--- config.mk ---
export PLATFORM = sky130hd
export DESIGN_NAME = bram_read_arbiter_flat
export DESIGN_NICKNAME = d
export VERILOG_FILES = /design/src/rtl/bram_read_arbiter_if.sv /design/src/rtl/bram_read_arbiter.sv /design/src/flat_wrapper.sv
export SDC_FILE = /design/constraint.sdc
export NUM_CORES = 1
export LEC_CHECK = 0
export CAP_MARGIN = 5
export CORE_MARGIN = 1
export CORE_UTILIZATION = 40
export DETAILED_ROUTE_END_ITERATION = 8
export PLACE_DENSITY = 0.81
export RECOVER_POWER = 50
export SYNTH_ARGS = -nofsm -noshare
export SYNTH_HDL_FRONTEND = slang
export SYNTH_SLANG_ARGS = --single-unit
--- constraint.sdc ---
create_clock -name clk -period 2.8 [get_ports clk]
set_input_delay 0.7 -clock clk [delete_from_list [all_inputs] [get_ports clk]]
set_output_delay 0.7 -clock clk [all_outputs]
set_load 0.02 [all_outputs]
--- src/rtl/bram_read_arbiter_if.sv ---
//------------------------------------------------------------------------------
// Module      : bram_read_arbiter_if
// Description : Requester bus plus BRAM read port shared by the
//               bram_read_arbiter. The arbiter connects through the master
//               modport; the requesters and the BRAM connect through slave.
// Revision    : 1.0 - initial release
//------------------------------------------------------------------------------
`default_nettype none

interface bram_read_arbiter_if #(
    parameter int NUM_REQ    = 4,
    parameter int ADDR_WORDS = 1024,
    parameter int LEN_BITS   = 9
);
    localparam int c_addr_w = $clog2(ADDR_WORDS);
    localparam int c_id_w   = (NUM_REQ > 1) ? $clog2(NUM_REQ) : 1;

    // Requester side
    logic [NUM_REQ-1:0]                req;
    logic [NUM_REQ-1:0][c_addr_w-1:0]  base_addr;
    logic [NUM_REQ-1:0][LEN_BITS-1:0]  len;
    logic [NUM_REQ-1:0]                grant;
    logic [NUM_REQ-1:0]                done;
    logic                              rd_valid;
    logic [c_id_w-1:0]                 rd_id;
    logic [LEN_BITS-1:0]               rd_index;
    logic [15:0]                       rd_data;

    // BRAM port (byte addressed)
    logic [31:0]                       BRAM_addr;
    logic                              BRAM_clk;
    logic [31:0]                       BRAM_din;
    logic [31:0]                       BRAM_dout;
    logic                              BRAM_en;
    logic                              BRAM_rst;
    logic [3:0]                        BRAM_we;

    modport master (
        input  req, base_addr, len, BRAM_dout,
        output grant, done, rd_valid, rd_id, rd_index, rd_data,
        output BRAM_addr, BRAM_clk, BRAM_din, BRAM_en, BRAM_rst, BRAM_we
    );

    modport slave (
        output req, base_addr, len, BRAM_dout,
        input  grant, done, rd_valid, rd_id, rd_index, rd_data,
        input  BRAM_addr, BRAM_clk, BRAM_din, BRAM_en, BRAM_rst, BRAM_we
    );

endinterface

`default_nettype wire

--- src/rtl/bram_read_arbiter.sv ---
//------------------------------------------------------------------------------
// Module      : bram_read_arbiter
// Description : Round-robin arbiter granting NUM_REQ burst requesters access
//               to one read-only BRAM port. A granted burst issues one word
//               address per cycle, wraps at the end of the BRAM, and returns
//               the low 16 bits of each word BRAM_DELAY cycles later, tagged
//               with requester id and burst offset. BRAM_DELAY must be >= 1.
// Revision    : 1.0 - initial release
//------------------------------------------------------------------------------
`default_nettype none

module bram_read_arbiter #(
    parameter int NUM_REQ    = 4,
    parameter int ADDR_WORDS = 1024,
    parameter int LEN_BITS   = 9,
    parameter int BRAM_DELAY = 2
) (
    input  logic                 clk,
    input  logic                 rst_n,
    bram_read_arbiter_if.master  bus
);

    localparam int c_addr_w = $clog2(ADDR_WORDS);
    localparam int c_id_w   = (NUM_REQ > 1) ? $clog2(NUM_REQ) : 1;

    typedef enum logic [1:0] {
        IDLE  = 2'd0,
        ISSUE = 2'd1,
        DRAIN = 2'd2
    } state_t;

    state_t                 r_state;
    logic [NUM_REQ-1:0]     r_grant;
    logic [c_id_w-1:0]      r_id;
    logic [c_id_w-1:0]      r_ptr;
    logic [c_addr_w-1:0]    r_word;
    logic [LEN_BITS-1:0]    r_k;
    logic [LEN_BITS-1:0]    r_last_k;
    logic                   r_en;
    logic                   r_zero;
    logic                   r_bram_rst;

    // Return pipeline: one entry per cycle of BRAM latency
    logic [BRAM_DELAY-1:0]  r_pv;
    logic [BRAM_DELAY-1:0]  r_plast;
    logic [LEN_BITS-1:0]    r_pidx [BRAM_DELAY];

    int                     w_idx;
    logic                   w_any;
    logic [c_id_w-1:0]      w_win;
    logic [c_id_w-1:0]      w_next_ptr;
    logic                   w_issue;
    logic                   w_last_ret;
    logic                   w_unused_dout;

    assign w_issue    = (r_state == ISSUE);
    assign w_last_ret = r_pv[BRAM_DELAY-1] & r_plast[BRAM_DELAY-1];

    // Round-robin pick: the first active request at or after r_ptr wins
    always_comb begin
        w_idx = 0;
        w_any = 1'b0;
        w_win = '0;
        for (int i = NUM_REQ - 1; i >= 0; i--) begin
            w_idx = (int'(r_ptr) + i) % NUM_REQ;
            if (bus.req[c_id_w'(w_idx)]) begin
                w_any = 1'b1;
                w_win = c_id_w'(w_idx);
            end
        end
    end

    // Pointer moves to the requester after the winner so it is served last next time
    always_comb begin
        w_next_ptr = (w_win == c_id_w'(NUM_REQ - 1)) ? '0 : w_win + 1'b1;
    end

    // Control FSM: latches the winning burst, walks its addresses, waits for the last word
    always_ff @(posedge clk or negedge rst_n) begin
        if (!rst_n) begin
            r_state    <= IDLE;
            r_grant    <= '0;
            r_id       <= '0;
            r_ptr      <= '0;
            r_word     <= '0;
            r_k        <= '0;
            r_last_k   <= '0;
            r_en       <= 1'b0;
            r_zero     <= 1'b0;
            r_bram_rst <= 1'b1;
        end else begin
            r_bram_rst <= 1'b0;
            case (r_state)
                IDLE: begin
                    if (w_any) begin
                        r_grant  <= NUM_REQ'(1) << w_win;
                        r_id     <= w_win;
                        r_ptr    <= w_next_ptr;
                        r_word   <= bus.base_addr[w_win];
                        r_last_k <= bus.len[w_win] - 1'b1;
                        r_k      <= '0;
                        if (bus.len[w_win] == '0) begin
                            // Empty burst: one grant cycle with done, no reads
                            r_zero  <= 1'b1;
                            r_en    <= 1'b0;
                            r_state <= DRAIN;
                        end else begin
                            r_zero  <= 1'b0;
                            r_en    <= 1'b1;
                            r_state <= ISSUE;
                        end
                    end
                end
                ISSUE: begin
                    if (r_k == r_last_k) begin
                        r_state <= DRAIN;
                    end else begin
                        r_k    <= r_k + 1'b1;
                        // Word index wraps to 0 naturally at ADDR_WORDS
                        r_word <= r_word + 1'b1;
                    end
                end
                DRAIN: begin
                    if (w_last_ret || r_zero) begin
                        r_state <= IDLE;
                        r_grant <= '0;
                        r_en    <= 1'b0;
                        r_zero  <= 1'b0;
                    end
                end
                default: begin
                    r_state <= IDLE;
                end
            endcase
        end
    end

    // Delay line tagging each issued address with its offset and last-word flag
    always_ff @(posedge clk or negedge rst_n) begin
        if (!rst_n) begin
            r_pv    <= '0;
            r_plast <= '0;
            for (int i = 0; i < BRAM_DELAY; i++) begin
                r_pidx[i] <= '0;
            end
        end else begin
            r_pv[0]    <= w_issue;
            r_plast[0] <= w_issue && (r_k == r_last_k);
            r_pidx[0]  <= r_k;
            for (int i = 1; i < BRAM_DELAY; i++) begin
                r_pv[i]    <= r_pv[i-1];
                r_plast[i] <= r_plast[i-1];
                r_pidx[i]  <= r_pidx[i-1];
            end
        end
    end

    // Only the low half of each BRAM word carries sample data
    assign w_unused_dout = ^bus.BRAM_dout[31:16];

    assign bus.grant     = r_grant;
    assign bus.done      = r_grant & {NUM_REQ{w_last_ret | r_zero}};
    assign bus.rd_valid  = r_pv[BRAM_DELAY-1];
    assign bus.rd_id     = r_id;
    assign bus.rd_index  = r_pidx[BRAM_DELAY-1];
    assign bus.rd_data   = r_pv[BRAM_DELAY-1] ? bus.BRAM_dout[15:0] : 16'h0000;

    assign bus.BRAM_addr = {{(30 - c_addr_w){1'b0}}, r_word, 2'b00};
    assign bus.BRAM_clk  = clk;
    assign bus.BRAM_din  = 32'h0000_0000;
    assign bus.BRAM_we   = 4'b0000;
    assign bus.BRAM_en   = r_en;
    assign bus.BRAM_rst  = r_bram_rst;

endmodule

`default_nettype wire

--- src/flat_wrapper.sv ---
// flat-port wrapper written by rule: the top's interface ports become plain ports
module bram_read_arbiter_flat 
#(
    parameter int NUM_REQ    = 4,
    parameter int ADDR_WORDS = 1024,
    parameter int LEN_BITS   = 9,
    parameter int BRAM_DELAY = 2
)
  (clk, rst_n, bus_req, bus_base_addr, bus_len, bus_BRAM_dout, bus_grant, bus_done, bus_rd_valid, bus_rd_id, bus_rd_index, bus_rd_data, bus_BRAM_addr, bus_BRAM_clk, bus_BRAM_din, bus_BRAM_en, bus_BRAM_rst, bus_BRAM_we);
  bram_read_arbiter_if #(.NUM_REQ(NUM_REQ), .ADDR_WORDS(ADDR_WORDS), .LEN_BITS(LEN_BITS)) bus_i ();
  input  logic clk;
  input  logic rst_n;
  input wire logic [$bits(bus_i.req)-1:0] bus_req;
  input wire logic [$bits(bus_i.base_addr)-1:0] bus_base_addr;
  input wire logic [$bits(bus_i.len)-1:0] bus_len;
  input wire logic [$bits(bus_i.BRAM_dout)-1:0] bus_BRAM_dout;
  output wire logic [$bits(bus_i.grant)-1:0] bus_grant;
  output wire logic [$bits(bus_i.done)-1:0] bus_done;
  output wire logic [$bits(bus_i.rd_valid)-1:0] bus_rd_valid;
  output wire logic [$bits(bus_i.rd_id)-1:0] bus_rd_id;
  output wire logic [$bits(bus_i.rd_index)-1:0] bus_rd_index;
  output wire logic [$bits(bus_i.rd_data)-1:0] bus_rd_data;
  output wire logic [$bits(bus_i.BRAM_addr)-1:0] bus_BRAM_addr;
  output wire logic [$bits(bus_i.BRAM_clk)-1:0] bus_BRAM_clk;
  output wire logic [$bits(bus_i.BRAM_din)-1:0] bus_BRAM_din;
  output wire logic [$bits(bus_i.BRAM_en)-1:0] bus_BRAM_en;
  output wire logic [$bits(bus_i.BRAM_rst)-1:0] bus_BRAM_rst;
  output wire logic [$bits(bus_i.BRAM_we)-1:0] bus_BRAM_we;
  assign bus_i.req = bus_req;
  assign bus_i.base_addr = bus_base_addr;
  assign bus_i.len = bus_len;
  assign bus_i.BRAM_dout = bus_BRAM_dout;
  assign bus_grant = bus_i.grant;
  assign bus_done = bus_i.done;
  assign bus_rd_valid = bus_i.rd_valid;
  assign bus_rd_id = bus_i.rd_id;
  assign bus_rd_index = bus_i.rd_index;
  assign bus_rd_data = bus_i.rd_data;
  assign bus_BRAM_addr = bus_i.BRAM_addr;
  assign bus_BRAM_clk = bus_i.BRAM_clk;
  assign bus_BRAM_din = bus_i.BRAM_din;
  assign bus_BRAM_en = bus_i.BRAM_en;
  assign bus_BRAM_rst = bus_i.BRAM_rst;
  assign bus_BRAM_we = bus_i.BRAM_we;
  bram_read_arbiter #(.NUM_REQ(NUM_REQ), .ADDR_WORDS(ADDR_WORDS), .LEN_BITS(LEN_BITS), .BRAM_DELAY(BRAM_DELAY)) u_core (.clk(clk), .rst_n(rst_n), .bus(bus_i));
endmodule
### Yosys cells after proc, flatten, opt, wreduce, memory -nomap -nowiden

Cells that the tools add are included.

| word-level totals | value |
|---|---|
| flip-flop bits (word level) | 63 |
| input bits | 114 |
| output and inout port bits | 107 |
| logic and storage cells | 95 |

| cells by class | value |
|---|---|
| add/subtract/negate cells | 7 |
| magnitude comparators | 5 |
| equality and inequality tests | 8 |
| shift operators | 1 |
| multiplexer cells | 47 |
| bitwise logic cells | 3 |
| reduce and logical (&&, ||, !) cells | 10 |

Operator list:

| operator | number |
|---|---|
| 10-bit 2-to-1 mux | 3 |
| 9-bit 2-to-1 mux | 3 |
| 10-bit binary-select mux with 2-bit select | 1 |
| 10-bit case mux with 2 select lines | 1 |
| 9-bit binary-select mux with 2-bit select | 1 |
| 2-bit 2-to-1 mux | 9 |
| 9-bit case mux with 2 select lines | 1 |
| 1-bit 2-to-1 mux | 17 |
| 2-bit by 4-bit less-than comparator with 1-bit output (second input constant) | 4 |
| 16-bit 2-to-1 mux | 1 |
| 10-bit by 1-bit adder with 10-bit output (second input constant) | 1 |
| 9-bit by 1-bit adder with 9-bit output (second input constant) | 1 |
| 9-bit == test | 1 |
| 9-bit logical NOT | 1 |
| 3-bit AND reduction | 3 |
| 9-bit by 1-bit subtractor with 9-bit output (second input constant) | 1 |
| 1-bit binary-select mux with 2-bit select | 4 |
| 4-bit 2-to-1 mux | 2 |
| 4-bit case mux with 2 select lines | 1 |
| 2-bit case mux with 3 select lines | 1 |
| 2-bit by 1-bit adder with 2-bit output (second input constant) | 2 |
| 2-bit adder (second input constant) | 2 |
| 4-bit AND | 1 |
| 2-bit == test (second input constant) | 2 |
| other kinds (13) | 17 |

### Logic depth before layout (Yosys ltp)

| logic depth | value |
|---|---|
| depth in word-level cells | 14 |
| depth in mapped cells | 12 |
| gate-level depth less buffers | 11 |

==> metrics.md <==
| Metric | Value |
|---|---|
| DIE HEIGHT | `103 um` |
| Area added between synthesis and finish | `47.7%` |
| Net switching power | `~2200 uW` |
| Pleak | `0.00272 uW` |
| DP Worst Slack | `-859 ps` |
| R2R Path End | `u_core.bus.BRAM_en` |
| Multi-input logic area | `2140 um2` |
| Initial antenna violation count | `0` |
| Cell depth of the worst flop-to-flop path | `10` |
| Sequential Power Share | `0.295` |
| CTS tree | `done` |
| RD Place Congestion | `between 0.8 and 0.9` |
| Vias | `around 4000` |
| Crit path arrival time | `3000 ps` |
| Final net count | `about 780` |
| Logic pwr share | `0.524` |
| Cell taking the most area after synthesis | `dfrtp_1` |
| Largest family of logic cells by synthesized area | `simple AND/OR/NAND/NOR gates` |
| Failing checks | `max-capacitance violations` |
| Placed inst area | `~5700 um2` |
| Synthesized flop and latch total | `63` |
| Setup Skew | `roughly 5.3 ps` |
| Fin crit period | `around 2700 ps` |
| Critical path required time | `around 3100 ps` |
| GRT Overall Usage | `0.213` |
| Post-synthesis async set-or-reset flop share | `1.00` |
| Largest net degree at the start of global routing | `36` |
| Startpoint types | `primary input` |
| Vias/cell | `roughly 5.1` |
| Relative slew slack | `0.00852` |
| DR WL/cell | `14.2 um` |
| Post-synth EDFFs | `0` |
| Placed Cells | `769` |
| GRT overflow | `0` |
| Synth Area in XOR/XNOR | `0.0367` |
| Multiplexer share of the synthesized area | `0.00247` |
| Distinct cells, synth | `49` |
| P_int | `between 3000 and 4000 uW` |
| R2R Setup Slk | `between 300 and 400 ps` |
| Synth warn | `0` |
| Final wirelength | `between 10000 and 15000 um` |
| Synth top area share | `0.382` |
| Top post-synthesis cells by area | `dfrtp_1, buf_4, nand2_1` |
| Compound-Gate Fraction of Synth Area | `0.166` |
| Core Rows | `36` |
| Main synth FF type | `dfrtp_1` |
| Syn_area_per_cell | `roughly 8.5 um2` |
| Worst vdd ir | `~0.42 mV` |
| Iteration count of the initial detailed-routing pass | `5` |
| Vias in the first global route | `between 3000 and 4000` |
| Worst setup EP type | `flip-flop` |
| Register area | `1580 um2` |
| Hold wc startpoint | `u_core.r_pidx[12]` |
| Share of cells above drive strength 1 | `0.140` |
| Fin. max-slew vios | `0` |
| Starting density of the core | `0.413` |
| Pwr dens | `approximately 870 nW/um2` |
| Syn Inst Count | `between 400 and 500` |
| Hold EP | `u_core.bus.rd_index[3]` |
| PortBufs | `~150` |
| Fin crit share | `0.951` |
| Synth Area in Simple Gates | `0.223` |
| Worst Path Max Fanout | `8` |
| Cell Area, Synth | `4060 um2` |
| Status | `finished, violations left` |
| DIE WIDTH | `103 um` |
| Reg2reg start | `u_core.r_ptr[0]` |
| MaxCap Viol Count | `1` |
| Worst hold stages | `0` |
| DRT iter0 DRCs | `between 200 and 250` |
| Post-Synth Adder-Cell Area | `0.0247` |
| Hold Fails Final Rpt | `0` |
| Sw Ratio | `0.412` |
| Reg clk slew, reported paths | `approximately 70 ps` |
| Peak Freq | `around 380 MHz` |
| Core area | `approximately 9800 um2` |
| Hpwl dp | `8650 um` |
| Fin util | `0.610` |
| RSZ-0062 raised after global routing | `false` |
| Ant. Diodes | `0` |
| Crit Path Category | `primary input to flip-flop` |
| Post-layout instance count excluding filler cells | `roughly 800` |
| Seq/Total Area, Yosys | `0.389` |
| Post-route cell area | `5990 um2` |
| Hold_buf cts | `0` |
| Clock latency on the worst-skew pair | `440 ps` |
| Slew of the pin with the lowest slew margin | `between 1000 and 1500 ps` |
| Routed Antenna Nets | `0` |
| I/O pins | `between 200 and 250` |
| DRC violations left | `0` |
| Clock power share | `0.181` |
| Hold WC Path Type | `flip-flop to flip-flop` |
| Fill cells | `~840` |
| Setup-failing EPs final | `0` |
| Global-route wire length before repair | `17100 um` |
| Worst Slack Setup Final | `between 100 and 150 ps` |
| Die Area | `roughly 11000 um2` |
[critical path, cell delays in order]
cell	delay, ps
clkdlybuf4s50_1	430
buf_4	160
nand2b_2	80
a21oi_1	100
a211oi_4	290
buf_6	180
nand3_2	70
a222oi_1	330
buf_4	180
nand4_1	190
a22o_1	280
[cells in the mapped netlist, types with 6 or more instances]
master    instances
a211oi_1          9
a21o_1            6
a21oi_1          17
a22o_1            6
a31oi_1          15
and2_1           16
and3_1           15
buf_4            68
clkbuf_1         16
dfrtp_1          62
ha_1              8
inv_1             9
nand2_1          61
nand3_1          41
nand4_1           6
nor2_1           25
nor2b_1           6
o21ai_0          28
xor2_1           14
[cell families (layout without fill, tap and decap cells)]
family          Yosys count  after routing
compound gates          103            104
xor+xnor                 17             17
fa+ha+maj                 8              8
buf+inv                  99            222
flops                    63             63
mux                       1              1
other cells               1             59
simple gates            185            185
[metrics by stage]
step / hold slack, ps / TNS (ps) / total power, uW
finish: 349 / 0 / 5220
CTS: 285 / 0 / 5180
global placement: 332 / -14880 / 4130
floorplan: 331 / 0 / 3160
detailed placement: 335 / -18540 / 4230
global route: 352 / 0 / 5570
[registers in the layout, summed over array words and instances (netlist names)]
signal               cells
u_core.bus.BRAM_en       1
u_core.bus.BRAM_rst      1
u_core.bus.grant         4
u_core.bus.rd_id         2
u_core.bus.rd_index      9
u_core.r_k               9
u_core.r_last_k          9
u_core.r_pidx            9
u_core.r_plast           2
u_core.r_ptr             2
u_core.r_pv              2
u_core.r_state           2
u_core.r_word           10
u_core.r_zero            1
[how the worst max path moves through the flow]
| stage | cells past startpoint | to | slack, ps | start |
|---|---|---|---|---|
| finish | 11 | u_core.bus.BRAM_en | 140 | bus_req[0] |
| global route | 15 | u_core.r_last_k[6] | 4 | bus_req[0] |
| CTS | 13 | u_core.r_last_k[6] | 6 | bus_req[0] |
| detailed placement | 13 | u_core.r_last_k[6] | -860 | bus_req[2] |
| global placement | 13 | u_core.r_last_k[4] | -700 | bus_req[2] |
| floorplan | 7 | u_core.bus.BRAM_en | 20 | bus_req[2] |
[power groups by stage]
stage               Combinational, uW  Clock, uW  Sequential, uW
CTS                              2670        969            1540
detailed placement               2630       48.0            1550
global route                     2970       1010            1580
floorplan                        1500       41.7            1630
finish                           2730        944            1540
global placement                 2540       48.0            1540
[layer usage]
| layer | track usage | up-vias | share of wire |
|---|---|---|---|
| met3 | 0.0319 | 30 | 0.074 |
| met4 | 0.120 | 0 | 0.030 |
| met2 | 0.360 | 235 | 0.48 |
| li1 | - | 1896 | - |
| met5 | 0 | - | 0 |
| met1 | 0.261 | 1868 | 0.41 |
[cell type report]
type / instances / share of cell area
Tap cell: 133 / 0.0278
Timing Repair Buffer: 192 / 0.302
Inverter: 10 / 0.00626
Clock buffer: 14 / 0.0313
Sequential cell: 63 / 0.263
Multi-Input combinational cell: 374 / 0.358
Clock inverter: 6 / 0.0117
[layout by cell type (no fill, tap or decap), types with 13 or more instances in the layout]
cell type and n:
clkdlybuf4s50_1 140, dfrtp_1 62, nand2_1 59, conb_1 59
buf_4 43, nand3_1 39, o21ai_0 28, nor2_1 24
a21oi_1 17, and2_1 16, and3_1 15, a31oi_1 15
xor2_1 14, clkbuf_8 13
[timing repair]
action	CTS	global route
buffers inserted	1	2
pin swaps	2	6
cloned	0	1
endpoints found under the setup margin	25	21
gates resized for setup	7	15
hold endpoints to repair	0	0
Note: power is estimated with default switching activity, not from simulation.
